`src/rtl/pipeline_mem_stage.sv`:
```
// RV64 memory-access stage: aligned load/store over a req/ready port,
// with lane steering, load extension and MEM-stage result registers.
module pipeline_mem_stage (
  input  logic        clk,
  input  logic        reset,
  input  logic        stall,
  input  logic [63:0] pc_EXA,
  input  logic [63:0] alu_result_EXA,
  input  logic [63:0] reg_data2_EXA,
  input  logic [4:0]  rd_EXA,
  input  logic        rf_wr_en_EXA,
  input  logic [1:0]  rf_wr_sel_EXA,
  input  logic [2:0]  dm_rd_ctrl_EXA,
  input  logic [2:0]  dm_wr_ctrl_EXA,
  output logic        mem_req,
  output logic        mem_we,
  output logic [63:0] mem_addr,
  output logic [63:0] mem_wdata,
  output logic [7:0]  mem_wstrb,
  input  logic        mem_ready,
  input  logic [63:0] mem_rdata,
  output logic        mem_stall,
  output logic [63:0] pc_MEM,
  output logic [63:0] alu_result_MEM,
  output logic [63:0] dm_rdata_MEM,
  output logic [4:0]  rd_MEM,
  output logic        rf_wr_en_MEM,
  output logic [1:0]  rf_wr_sel_MEM,
  output logic        misalign_MEM
);

  typedef enum logic [1:0] {IDLE, WAIT, DONE} state_t;

  state_t      state, state_nxt;
  logic [2:0]  off;
  logic [1:0]  size;
  logic        is_store, is_load, access;
  logic        misalign, go, capture;
  logic [7:0]  strb;
  logic [63:0] sh, ld_ext, ld_val, hold;

  assign off      = alu_result_EXA[2:0];
  assign is_store = (dm_wr_ctrl_EXA != 3'd0) &&
                    (dm_wr_ctrl_EXA <= 3'd4);
  assign is_load  = !is_store && (dm_rd_ctrl_EXA != 3'd0);
  assign access   = is_store || is_load;

  // size: 0 byte, 1 half, 2 word, 3 double
  always_comb begin
    size = 2'd0;
    if (is_store) begin
      case (dm_wr_ctrl_EXA)
        3'd2:    size = 2'd1;
        3'd3:    size = 2'd2;
        3'd4:    size = 2'd3;
        default: size = 2'd0;
      endcase
    end else begin
      case (dm_rd_ctrl_EXA)
        3'd3, 3'd4: size = 2'd1;
        3'd5, 3'd6: size = 2'd2;
        3'd7:       size = 2'd3;
        default:    size = 2'd0;
      endcase
    end
  end

  always_comb begin
    misalign = 1'b0;
    strb     = 8'h01;
    case (size)
      2'd1: begin
        misalign = off[0];
        strb     = 8'h03;
      end
      2'd2: begin
        misalign = |off[1:0];
        strb     = 8'h0F;
      end
      2'd3: begin
        misalign = |off;
        strb     = 8'hFF;
      end
      default: begin
        misalign = 1'b0;
        strb     = 8'h01;
      end
    endcase
  end

  assign go = access && !misalign;

  assign mem_we    = is_store;
  assign mem_addr  = {alu_result_EXA[63:3], 3'b000};
  assign mem_wdata = reg_data2_EXA << {off, 3'b000};
  assign mem_wstrb = is_store ? (strb << off) : 8'h00;

  assign sh = mem_rdata >> {off, 3'b000};

  always_comb begin
    ld_ext = sh;
    case (dm_rd_ctrl_EXA)
      3'd1:    ld_ext = {{56{sh[7]}}, sh[7:0]};
      3'd2:    ld_ext = {56'd0, sh[7:0]};
      3'd3:    ld_ext = {{48{sh[15]}}, sh[15:0]};
      3'd4:    ld_ext = {48'd0, sh[15:0]};
      3'd5:    ld_ext = {{32{sh[31]}}, sh[31:0]};
      3'd6:    ld_ext = {32'd0, sh[31:0]};
      default: ld_ext = sh;
    endcase
  end

  assign ld_val = (is_load && !misalign) ? ld_ext : 64'd0;

  // Ready under an external stall parks the data in hold until release
  always_comb begin
    state_nxt = state;
    mem_req   = 1'b0;
    mem_stall = 1'b0;
    capture   = 1'b0;
    case (state)
      IDLE: begin
        if (go) begin
          mem_req = 1'b1;
          if (!mem_ready) begin
            mem_stall = 1'b1;
            state_nxt = WAIT;
          end else if (stall) begin
            capture   = 1'b1;
            state_nxt = DONE;
          end
        end
      end
      WAIT: begin
        mem_req = 1'b1;
        if (!mem_ready) begin
          mem_stall = 1'b1;
        end else if (stall) begin
          capture   = 1'b1;
          state_nxt = DONE;
        end else begin
          state_nxt = IDLE;
        end
      end
      DONE: begin
        if (!stall) state_nxt = IDLE;
      end
      default: state_nxt = IDLE;
    endcase
    if (!reset) begin
      mem_req   = 1'b0;
      mem_stall = 1'b0;
    end
  end

  always_ff @(posedge clk) begin
    if (!reset) begin
      state          <= IDLE;
      hold           <= 64'd0;
      pc_MEM         <= 64'd0;
      alu_result_MEM <= 64'd0;
      dm_rdata_MEM   <= 64'd0;
      rd_MEM         <= 5'd0;
      rf_wr_en_MEM   <= 1'b0;
      rf_wr_sel_MEM  <= 2'd0;
      misalign_MEM   <= 1'b0;
    end else begin
      state <= state_nxt;
      if (capture) hold <= ld_val;
      if (!stall) begin
        pc_MEM         <= pc_EXA;
        alu_result_MEM <= alu_result_EXA;
        rf_wr_sel_MEM  <= rf_wr_sel_EXA;
        if (mem_stall) begin
          dm_rdata_MEM <= 64'd0;
          rd_MEM       <= 5'd0;
          rf_wr_en_MEM <= 1'b0;
          misalign_MEM <= 1'b0;
        end else begin
          dm_rdata_MEM <= (state == DONE) ? hold : ld_val;
          rd_MEM       <= rd_EXA;
          rf_wr_en_MEM <= rf_wr_en_EXA && !(access && misalign);
          misalign_MEM <= access && misalign;
        end
      end
    end
  end

endmodule

```
`config.mk`:
```
export PLATFORM = sky130hd
export DESIGN_NAME = pipeline_mem_stage
export DESIGN_NICKNAME = d
export VERILOG_FILES = /design/src/rtl/pipeline_mem_stage.sv
export SDC_FILE = /design/constraint.sdc
export NUM_CORES = 1
export LEC_CHECK = 0
export BUFFER_PORTS_ARGS = -buffer_cell sky130_fd_sc_hd__buf_2
export CORE_AREA = 3 3 235 237
export DETAILED_ROUTE_END_ITERATION = 12
export DIE_AREA = 0 0 238 240
export PLACE_DENSITY = 0.5
export SLEW_MARGIN = 20
export SYNTH_ARGS = -nofsm -noshare
export SYNTH_HDL_FRONTEND = slang
export SYNTH_SLANG_ARGS = --single-unit
```
`constraint.sdc`:
```
create_clock -name clk -period 4 [get_ports clk]
set_clock_uncertainty 0.15 [all_clocks]
set_input_delay 0.4 -clock clk [delete_from_list [all_inputs] [get_ports clk]]
set_output_delay 0.4 -clock clk [all_outputs]
set_load 0.005 [all_outputs]
```
==> results.cfg <==
[cts]
cts_buffers = 31
ctsRootBufferMaster = clkbuf_16
cts_tree = built
cts_sinks = 267
insertion_delay_ns = 0.59
htreeDepth = 1
clock_path_buffers = 3
path_clk_slew_ns = 0.06
cts_resized = 0

[synthesis]
synth.top_cells.by_count = dfxtp_1, mux2i_1, nor2_1
synth.most_common_cell = dfxtp_1
yosys_most_used_dff = dfxtp_1
syn_area_per_cell_sq_um = 8.89
netlist_top_cells_area = dfxtp_1, mux2i_1, nor2_1
synth_top_cell_by_area = dfxtp_1
synth-edff-count = 0
syn_area_sq_um = 14200
async_flop_share_pct = 0
yosysSeqAreaShare_pct = 37.7
yosys_register_bits = 267
yosysTopAreaCellShare_pct = 37.7
yosysUniqueCellTypes = 65
syn_inst = 1597
synth_warnings = 0

[cells_and_area]
drive_above_1_share_pct = 34.1
finalCoreUtilization_pct = 36.7
fin_area_sq_um = 19600
nets = 2476
layout-area-overhead-vs-synth_pct = 38.4

[pwr]
p_leak_nw = 9.41
power.density_nw_per_um2 = 363
max-vdd-ir-drop_v = 0.000327
power.switching_mw = 2.08
swShare_pct = 29.2
p_clk_share_pct = 39.1
p_comb_share_pct = 21.1
power.internal_mw = 5.05
power_frac_seq_pct = 39.8

[floorplanning]
initial_utilization_pct = 26.5
placementRows = 85
io_pins = 614
die_height_microns = 240
core_sq_um = 53500
die_x_microns = 238
die_area_sq_um = 57100

[sta]
slew_violations = 0
slew_headroom_pct = 28.5
hold_viol_final = 0
min_period_over_period_pct = 74.2
finalSetupViolCount = 0
setup_tns_ns = 0
period_minus_slack_ns = 2.97
fmax_mhz = 337
grt_setup_unrepaired = false
worst_pin_slew_ns = 1.07

[placed_design]
gp_congestion = 0.862
place_area_sq_um = 17300
port_buffers = 610
dp_hpwl_microns = 47400

[worst_hold_path]
min_path_cells = 3
whs_endpoint = dm_rdata_MEM[57]
hp-class = input pin to register
min_from = mem_rdata[57]

[route]
vias = 14312
drtAntennaViolNets = 0
post-route-drc-count = 0
firstDrtPassIters = 5
viasPerCell = 4.90
drtIter0Drc = 947
wire_per_inst_microns = 21.2
drt_wl_total_microns = 62000

[critical_path]
r2r_end = hold[41]
cpPeakStageDelay_ns = 0.75
reg2reg_depth = 5
path_cells = buf_6, buf_4, mux2_2, nand2_1, o21ai_0, nand2_1, o21ai_0, buf_2
cp_data_arrival_time_ns = 2.42
worst_setup_path_end_kind = output pin
required_ns = 3.45
start_kind = input pin
reg2reg_from = state[0]
path_class = input pin to output pin
reg2reg_slack_ns = 1.44
cp_max_fo = 65
crit_path_top_delay_cell = buf_4

[outcome]
status = complete, no violations

[global_route]
grt_pass1_wl_microns = 90000
grt_antenna_before_repair = 10
grt-ovfl-total = 0
track_usage_pct = 20.4
grt_pass1_vias = 14167
grt_max_degree = 128

[flow_run]
cap_violations = 0
[flip-flops by register name, summed over array words and instances (netlist names)]
register        count
rf_wr_en_MEM        1
alu_result_MEM     64
dm_rdata_MEM       64
pc_MEM             64
misalign_MEM        1
rf_wr_sel_MEM       2
rd_MEM              5
hold               64
state               2
[worst max path at each step]
stage,from,endpoint,slack [ns],depth (start not counted)
after detailed placement,dm_rd_ctrl_EXA[2],hold[41],0.53,8
after global placement,dm_rd_ctrl_EXA[2],hold[49],0.62,8
after global routing,dm_rd_ctrl_EXA[2],hold[52],0.87,8
final,alu_result_EXA[1],mem_wdata[63],1.03,8
after CTS,alu_result_EXA[1],mem_wdata[63],1.03,8
after floorplan,alu_result_EXA[1],mem_wdata[32],1.33,8
[cells in the final DEF (no fill, tap or decap), types with 26 or more instances in the layout]
| master | count |
|---|---|
| nand2_1 | 76 |
| o21ai_1 | 41 |
| clkbuf_16 | 31 |
| o22ai_1 | 32 |
| buf_4 | 26 |
| a22oi_1 | 49 |
| a21oi_1 | 107 |
| a22o_1 | 30 |
| nor2_1 | 213 |
| mux2_2 | 41 |
| dfxtp_1 | 267 |
| o2bb2ai_1 | 41 |
| mux2i_1 | 246 |
| dlygate4sd3_1 | 136 |
| buf_2 | 606 |
| o21ai_0 | 51 |
[power groups by stage]
stage                     Combinational, mW  Clock (mW)  Sequential (mW)
after global routing                   1.63        2.97             2.85
final                                  1.50        2.79             2.83
after global placement                 1.39           0             2.89
after detailed placement               1.40           0             2.89
after CTS                              1.51        2.87             2.83
after floorplan                       0.784           0             2.89
[worst max-delay path, delay by kind of cell]
kind                   cells  cell delay (ns)
AND/OR/NAND/NOR            2             0.18
buffers and inverters      3             1.17
AO/OA/AOI/OAI              2             0.23
multiplexers               1             0.43
[cell families after synthesis]
group           after synthesis  share of synthesized area [%]
compound gates              438                           20.8
simple gates                389                           12.4
mux                         290                           21.1
flops                       267                           37.7
buf+inv                     210                           7.94
xor+xnor                      2                          0.123
other cells                   1                         0.0264
[metal layers]
layer	global-route usage [%]	up-vias	wire length [microns]
li1	-	6892	-
met1	24.1	6789	24900
met2	36.1	515	30300
met3	4.91	106	4340
met4	7.44	10	2430
met5	0	-	61
[timing repair]
action / CTS / global route
buffers inserted: 0 / 0
hold buffers: 136 / 0
endpoints found under the hold margin: 136 / 0
[metrics by stage]
step | std cells | hold WS [ns] | power [mW] | worst slack (ns)
after floorplan | 1599 | 0.283 | 3.68 | 1.33
after global placement | 2729 | 0.288 | 4.28 | 0.619
after detailed placement | 2729 | 0.297 | 4.29 | 0.530
after CTS | 2918 | 0.0169 | 7.22 | 1.03
after global routing | 2919 | 0.0796 | 7.45 | 0.866
final | 2922 | 0.0576 | 7.13 | 1.03
[cell type report]
cell class | count | area, sq um
antenna | 4 | 10.0
clock buffer | 44 | 895
clock inverter | 9 | 100
fill | 5537 | 33900
inverter | 8 | 32.5
multi-input combinational | 1122 | 7740
sequential | 267 | 5350
tap | 696 | 871
timing repair buffer | 772 | 4650
Power figures use the tool's default switching activity.
